<file path="config.mk">
export PLATFORM = sky130hd
export DESIGN_NAME = fifo_uart_tx
export DESIGN_NICKNAME = d
export VERILOG_FILES = /design/src/rtl/fifo_pkg.sv /design/src/rtl/fifo_uart_tx_bit_timer.sv /design/src/rtl/fifo_uart_tx.sv
export SDC_FILE = /design/constraint.sdc
export NUM_CORES = 1
export LEC_CHECK = 0
export BUFFER_PORTS_ARGS = -buffer_cell sky130_fd_sc_hd__buf_2
export CAP_MARGIN = 30
export CORE_AREA = 4 4 75 77
export DETAILED_ROUTE_END_ITERATION = 7
export DIE_AREA = 0 0 79 81
export PLACE_DENSITY_LB_ADDON = 0.05
export SLEW_MARGIN = 20
export SYNTH_ARGS = -nofsm -noshare
export SYNTH_HDL_FRONTEND = slang
export SYNTH_SLANG_ARGS = --single-unit
</file>
<file path="constraint.sdc">
create_clock -name clk -period 1.95 [get_ports clk]
set_input_delay 0.2925 -clock clk [delete_from_list [all_inputs] [get_ports clk]]
set_output_delay 0.2925 -clock clk [all_outputs]
set_load 0.03 [all_outputs]
</file>
<file path="src/rtl/fifo_pkg.sv">
// fifo_pkg: shared data width and transmitter state encoding for the FIFO UART path.
package fifo_pkg;
  localparam int DATA_W = 8;
  typedef enum logic [2:0] {IDLE, FETCH, LOAD, START, DATA, PARITY, STOP} tx_state_t;
endpackage

</file>
<file path="src/rtl/fifo_uart_tx_bit_timer.sv">
// bit_timer: counts 0..CLKS_PER_BIT-1 and flags the terminal count; restart holds it at zero.
module bit_timer #(
  parameter int CLKS_PER_BIT = 16
) (
  input  logic clk,
  input  logic rst,
  input  logic i_restart,
  output logic o_tick
);
  localparam logic [15:0] TC = 16'(CLKS_PER_BIT - 1);
  logic [15:0] r_cnt;
  assign o_tick = !i_restart && (r_cnt == TC);
  always_ff @(posedge clk or posedge rst)
    if (rst) r_cnt <= '0;
    else r_cnt <= (i_restart || o_tick) ? '0 : r_cnt + 16'd1;
endmodule

</file>
<file path="src/rtl/fifo_uart_tx.sv">
// fifo_uart_tx: pops bytes from the upstream FIFO and sends them LSB-first as async frames.
module fifo_uart_tx
  import fifo_pkg::*;
#(
  parameter int CLKS_PER_BIT = 16,
  parameter int PARITY_EN    = 0,
  parameter int CNT_W        = 16
) (
  input  logic              clk,
  input  logic              rst,
  input  logic              tx_enable,
  input  logic              buf_empty,
  input  logic [DATA_W-1:0] buf_out,
  output logic              rd_en,
  output logic              tx_serial,
  output logic              tx_busy,
  output logic              byte_done,
  output logic [CNT_W-1:0]  frame_cnt
);
  tx_state_t         r_state;
  logic [DATA_W-1:0] r_shift;
  logic [2:0]        r_idx;
  logic              r_par, r_tx, w_tick, w_restart, w_go;
  assign w_go      = tx_enable && !buf_empty;
  assign w_restart = (r_state == IDLE) || (r_state == FETCH) || (r_state == LOAD);
  assign rd_en     = r_state == FETCH;
  assign tx_busy   = r_state != IDLE;
  assign byte_done = (r_state == STOP) && w_tick;
  assign tx_serial = r_tx;
  bit_timer #(.CLKS_PER_BIT(CLKS_PER_BIT)) u_timer (
    .clk       (clk),
    .rst       (rst),
    .i_restart (w_restart),
    .o_tick    (w_tick)
  );
  // r_tx is loaded with the value of the state being entered, so the line is registered
  always_ff @(posedge clk or posedge rst)
    if (rst) begin
      r_state   <= IDLE;
      r_shift   <= '0;
      r_idx     <= '0;
      r_par     <= 1'b0;
      r_tx      <= 1'b1;
      frame_cnt <= '0;
    end else
      case (r_state)
        IDLE:  if (w_go) r_state <= FETCH;
        FETCH: r_state <= LOAD;
        LOAD: begin
          r_shift <= buf_out;
          r_par   <= ^buf_out;
          r_tx    <= 1'b0;
          r_state <= START;
        end
        START: if (w_tick) begin
          r_tx    <= r_shift[0];
          r_idx   <= '0;
          r_state <= DATA;
        end
        DATA: if (w_tick) begin
          if (r_idx == 3'd7) begin
            r_tx    <= (PARITY_EN != 0) ? r_par : 1'b1;
            r_state <= (PARITY_EN != 0) ? PARITY : STOP;
          end else begin
            r_shift <= r_shift >> 1;
            r_tx    <= r_shift[1];
            r_idx   <= r_idx + 3'd1;
          end
        end
        PARITY: if (w_tick) begin
          r_tx    <= 1'b1;
          r_state <= STOP;
        end
        STOP: if (w_tick) begin
          frame_cnt <= frame_cnt + CNT_W'(1);
          r_state   <= w_go ? FETCH : IDLE;
        end
        default: r_state <= IDLE;
      endcase
endmodule

</file>
==> results.yml, run 1 <==
cts:
  insertion_delay_ns: 0.31
  path_clk_slew_ns: 0.10
  cts_tree: "built"
  cts_root_buf: "clkbuf_8"
  cts_buffers: 5
  clock-sinks: 47
  htreeDepth: 2
  clock_path_buffers: 2
detailed_routing:
  drt-total-wl_um: 5100
  routedWlPerCell_um: 14.3
  drtIter0Drc: 125
  via_count: 1915
  drc_errors: 0
  drtAntennaViolNets: 0
  vias_per_cell: 5.38
  firstDrtPassIters: 4
sta:
  worst_clock_skew_ns: 0.0137
  hold_violations: 0
  fmax_mhz: 523
  slew_headroom: 0.657
  post-route-period-util: 0.981
  final-max-slew-violation-count: 0
  tightest_slew_ns: 0.510
  setup_ws_ns: 0.0378
  setup_viol: 0
  period_minus_slack_ns: 1.91
  rsz0062_at_grt: "yes"
yosys:
  synthArstFlopShare: 1.00
  ys_ff_latch: 47
  synth_top_area_frac: 0.459
  ys_top_cells_by_count: "dfrtp_1 (46), nor2_1 (18), nand2_1 (15), xor2_1 (14), nand3_1 (13)"
  yosysMostFrequentCell: "dfrtp_1"
  yosys_warnings: 0
  synth-seq-area-share: 0.470
  syn_area_per_cell_um2: 10.5
  netlist_area_um2: 2510
  synthCells: 238
  yosysUniqueCellTypes: 45
  synth_top_area_cell: "dfrtp_1"
  synth_edf_count: 0
  synth_area_leaders: "dfrtp_1 (46%), xor2_1 (4.9%), mux2_4 (4.2%)"
  synth_nets: 254
  synth_flop_cell: "dfrtp_1"
setup_path:
  cp.required_ns: 1.66
  timing.rr.end: "r_idx[0]"
  reg2regPathDepth: 6
  start_kind: "register"
  slowest_stage: "dfrtp_1"
  r2r_setup_slack_ns: 0.13
  cp_slowest_stage_delay_ns: 0.41
  cp_common_cell: "buf_4"
  r2r_start: "u_timer.r_cnt[0]"
  cp_cell_sequence: "ha_1 -> and3_1 -> buf_4 -> nand4_1 -> nor2_1 -> buf_4"
  worstPathMaxFanout: 3
  crit_family: "flip-flops"
  cp-end-kind: "output port"
  arrival_ns: 1.62
  cp_num_buf_inv: 2
  path_class: "reg2out"
placement:
  dp_hpwl_um: 3640
  dp_cells: 343
  gp_congestion: 0.794
  port_buffers: 31
  dpl_worst_slack_ns: 0.0842
floorplan:
  die_area_um2: 6400
  die_h_um: 81
  fp.dieW_um: 79
  ios: 32
  core-area_um2: 5010
  start_util: 0.500
  rows: 26
global_route:
  grt_pass1_wl_um: 8760
  grt-ovfl-total: 0
  antenna_found_initial: 0
  grtUsageTotal: 0.175
  first_global_vias: 1868
  grt_max_degree: 28
status:
  status: "finished, final reports clean"
final_layout:
  area_growth_pct: 19.0
  final_nets: 301
  drive_gt1_frac: 0.304
  instances_no_fill: 356
  antenna_cells: 0
hold_path:
  whs_path_depth: 2
  whs_endpoint: "r_shift[7]"
  hp-class: "in2reg"
  min_from: "buf_out[7]"
power_and_ir_drop:
  power.density_nw_per_um2: 556
  leakage_nw: 1.42
  peakVddDrop_mv: 0.316
flow_run:
  maxCapViolCount: 0
## per-stage QoR
stage	TNS [ns]	utilization	hold WS, ns	total power [W]	instance area, µm²
3_5_place_dp	0	0.563	0.345	0.00107	2820
2_1_floorplan	0	-	0.433	0.00104	2510
6_report	0	0.595	0.208	0.00166	2980
3_3_place_gp	0	0.563	0.335	0.00107	2820
4_1_cts	0	0.587	0.195	0.00168	2940
5_1_grt	-0.110	0.595	0.199	0.00174	2980
## power by group
| group | total, W | internal, W | leakage (nW) | switching (W) |
|---|---|---|---|---|
| sequential | 0.000989 | 0.000983 | 0.609 | 0.00000594 |
| combinational | 0.0000606 | 0.0000299 | 0.764 | 0.0000307 |
| clock | 0.000608 | 0.000257 | 0.0443 | 0.000351 |
## routing by layer
layer / global-route usage / share of wire
met4: 0.0464 / 0.0053
met3: 0.0554 / 0.055
met5: 0 / 0
met2: 0.267 / 0.44
met1: 0.240 / 0.50
## timing repair
item                       in CTS  in global routing
setup endpoints to repair       1                 14
pin swaps                       3                  0
hold endpoints to repair        9                  0
hold buffers                    1                  0
setup buffers                   2                  2
resized for setup               1                  3
## logic make-up after synthesis
kind of cell	Yosys count	share of synthesized area
AOI/OAI and AO/OA	25	0.0674
buffers and inverters	17	0.0334
and+or+nand+nor	102	0.233
muxes	17	0.0859
xor gates and xnor gates	26	0.0909
adders and majority gates	4	0.0200
DFF	47	0.470
## cell usage in the layout (no fill, tap or decap), types with 4 or more instances in the layout
master / synthesis / layout
dfrtp_1: 46 / 46
xor2_1: 14 / 14
buf_2: 4 / 30
nand2_1: 15 / 15
xnor2_1: 12 / 12
a21oi_1: 7 / 7
nand3_1: 13 / 13
mux2_2: 8 / 8
nor3_1: 5 / 5
o21ai_0: 4 / 4
nor2_1: 18 / 18
and3_1: 6 / 6
nor4_1: 8 / 8
buf_4: 2 / 21
ha_1: 4 / 4
clkbuf_8: 0 / 5
nand4_1: 11 / 11
mux2_4: 7 / 7
or3_1: 4 / 4
## final cells by class
class / count / area [µm²]
fillers: 452 / 2030
clock inverters: 3 / 25.0
clock buffers: 5 / 68.8
multi-input cells: 174 / 1270
repair buffers: 53 / 338
flip-flops and latches: 47 / 1180
well taps: 70 / 87.6
inverters: 4 / 15.0
## flip-flops by register name, indices dropped and copies added (netlist names)
name           count
u_timer.r_cnt     16
tx_serial          1
r_state            3
r_idx              3
frame_cnt         16
r_shift            8
## how the worst max path moves through the flow
stage,startpoint,to,slack [ns],cells past startpoint
after floorplan,u_timer.r_cnt[0],r_shift[0],0.02,7
after global placement,u_timer.r_cnt[12],r_shift[3],0.11,4
after detailed placement,u_timer.r_cnt[12],r_shift[3],0.08,4
after CTS,u_timer.r_cnt[7],byte_done,0.0003,5
after global routing,u_timer.r_cnt[7],byte_done,-0.10,5
final,u_timer.r_cnt[0],byte_done,0.04,6
(Power assumes the default switching activity.)
==> run 2: changes to the inputs <==
CORE_AREA = 2 2 73 75   (was 4 4 75 77)
DIE_AREA = 0 0 75 77   (was 0 0 79 81)
==> run 2 against run 1 <==
Compared with the run above: combinational power down 4.8%; first-iteration DRC count down 14%; non-clock buffer count down 1; wire length about the same; die area down 9.8%; register-to-register slack worse by 0.03 ns; worst hold slack worse by 0.19 ns; power up 5.3%; largest power group unchanged; sequential power about the same.
==> results.yml, run 2 (synthesis gave the netlist of run 1 again) <==
final_layout:
  largest_registers: "frame_cnt (16), u_timer.r_cnt (16), r_shift (8)"
  final_nets: 300
  fillers: 441
  area_growth_pct: 19.4
  drive_gt1_frac: 0.313
  final_cell_mix: "dfrtp_1 (45), buf_2 (30), buf_4 (21)"
  antenna_cells: 0
  final_common_cell: "dfrtp_1"
floorplan:
  die_area_um2: 5780
  fp.dieW_um: 75
  rows: 26
  core-area_um2: 4980
  ios: 32
  die_h_um: 77
  start_util: 0.504
setup_path:
  cp.required_ns: 1.66
  cp_cell_sequence: "ha_2 -> and3_4 -> nand4_1 -> nor2_1 -> buf_4"
  crit_family: "simple AND/OR/NAND/NOR gates"
  path_class: "reg2out"
  arrival_ns: 1.65
  worstPathMaxFanout: 4
  cp_slowest_stage_delay_ns: 0.38
  cp_num_buf_inv: 1
  start_kind: "register"
  slowest_stage: "dfrtp_1"
  cp-end-kind: "output port"
placement:
  port_buffers: 31
  dp_hpwl_um: 3580
  dpl_worst_slack_ns: 0.0764
  gp_congestion: 0.807
global_route:
  grt_max_degree: 26
  grt_pass1_wl_um: 9120
  grt-ovfl-total: 0
  antenna_found_initial: 0
  first_global_vias: 1844
  grtUsageTotal: 0.203
detailed_routing:
  routedWlPerCell_um: 14.4
  drtIter0Drc: 107
  drt-total-wl_um: 5100
  drtAntennaViolNets: 0
  drc_errors: 0
  firstDrtPassIters: 6
  vias_per_cell: 5.42
  via_count: 1917
cts:
  cts_buffers: 5
  clock_path_buffers: 2
  path_clk_slew_ns: 0.09
  insertion_delay_ns: 0.30
  cts_tree: "built"
  cts_root_buf: "clkbuf_8"
  htreeDepth: 2
  clock-sinks: 47
power_and_ir_drop:
  power.density_nw_per_um2: 583
  intPower_w: 0.00139
  p_clk_frac: 0.401
  netSwitchingPower_w: 0.000360
  comb_power_share: 0.033
  power_frac_seq: 0.566
  peakVddDrop_mv: 0.308
  leakage_nw: 1.43
  swShare: 0.206
sta:
  final-max-slew-violation-count: 0
  post-route-period-util: 0.997
  hold-worst-slack_ns: 0.0215
  tightest_slew_ns: 0.530
  fmax_mhz: 515
  worst_clock_skew_ns: 0.00888
  slew_headroom: 0.646
  setup_ws_ns: 0.00658
  period_minus_slack_ns: 1.94
  hold_violations: 0
  setup_viol: 0
  rsz0062_at_grt: "yes"
hold_path:
  hp-class: "in2async"
flow_run:
  maxCapViolCount: 0
status:
  status: "finished, final reports clean"
run 2: changes by cell type in the layout (fill, tap and decap cells not counted), sizes merged:
cell	before	now
bufinv	0	1
clkbuf	5	6
clkinv	2	0
clkinvlp	1	0
dlygate4sd3	1	0
run 2: path summary, 6_finish.rpt:
| check | from | endpoint | slack [ns] | cells past startpoint |
|---|---|---|---|---|
| setup / recovery | u_timer.r_cnt[1] | byte_done | 0.007 | 5 |
| hold / removal | rst | r_idx[1] | 0.02 | 2 |
| setup reg to reg | u_timer.r_cnt[7] | r_shift[0] | 0.10 | 5 |
| hold reg to reg | frame_cnt[15] | frame_cnt[15] | 0.48 | 1 |
| max in group asynchronous | rst | u_timer.r_cnt[10] | 1.35 | 3 |
| min in group clk | buf_out[7] | r_shift[7] | 0.25 | 2 |
run 2: timing repair:
item	4_1_cts	5_1_grt
setup endpoints to repair	1	13
gates resized for setup	6	4
pin swaps	3	1
buffers inserted	3	0
hold buffers	0	0
run 2: area by class of cell:
| type | count | area, µm² | area share |
|---|---|---|---|
| Multi-Input combinational cell | 174 | 1290 | 0.431 |
| Inverter | 4 | 15.0 | 0.00502 |
| Tap cell | 70 | 87.6 | 0.0293 |
| Sequential cell | 47 | 1180 | 0.394 |
| Timing Repair Buffer | 52 | 319 | 0.107 |
| Clock inverter | 1 | 30.0 | 0.0100 |
| Clock buffer | 6 | 72.6 | 0.0242 |
run 2: metrics by stage:
step | total power, W | TNS (ns) | instance area [µm²] | util | instances
6_report | 0.00175 | 0 | 2990 | 0.601 | 354
5_1_grt | 0.00182 | -0.104 | 2990 | 0.601 | 354
4_1_cts | 0.00177 | -0.00547 | 2980 | 0.598 | 354
3_5_place_dp | 0.00107 | 0 | 2820 | 0.566 | 344
3_3_place_gp | 0.00107 | 0 | 2820 | 0.566 | 344
2_1_floorplan | 0.00104 | 0 | 2510 | - | 238
run 2: power groups by stage:
stage	clock (W)	sequential (W)	combinational (W)
5_1_grt	0.000764	0.000990	0.0000659
2_1_floorplan	0	0.00101	0.0000344
4_1_cts	0.000725	0.000989	0.0000602
3_3_place_gp	0	0.00101	0.0000586
3_5_place_dp	0	0.00101	0.0000603
6_report	0.000700	0.000989	0.0000577
run 2: layer usage:
layer / GRT usage / up-vias / part of all wire / wire, µm
met1: 0.286 / 917 / 0.49 / 2490
met4: 0.0625 / 0 / 0.013 / 64
met2: 0.310 / 46 / 0.46 / 2370
met5: 0 / - / 0 / 0
li1: - / 949 / - / -
met3: 0.0460 / 5 / 0.035 / 179
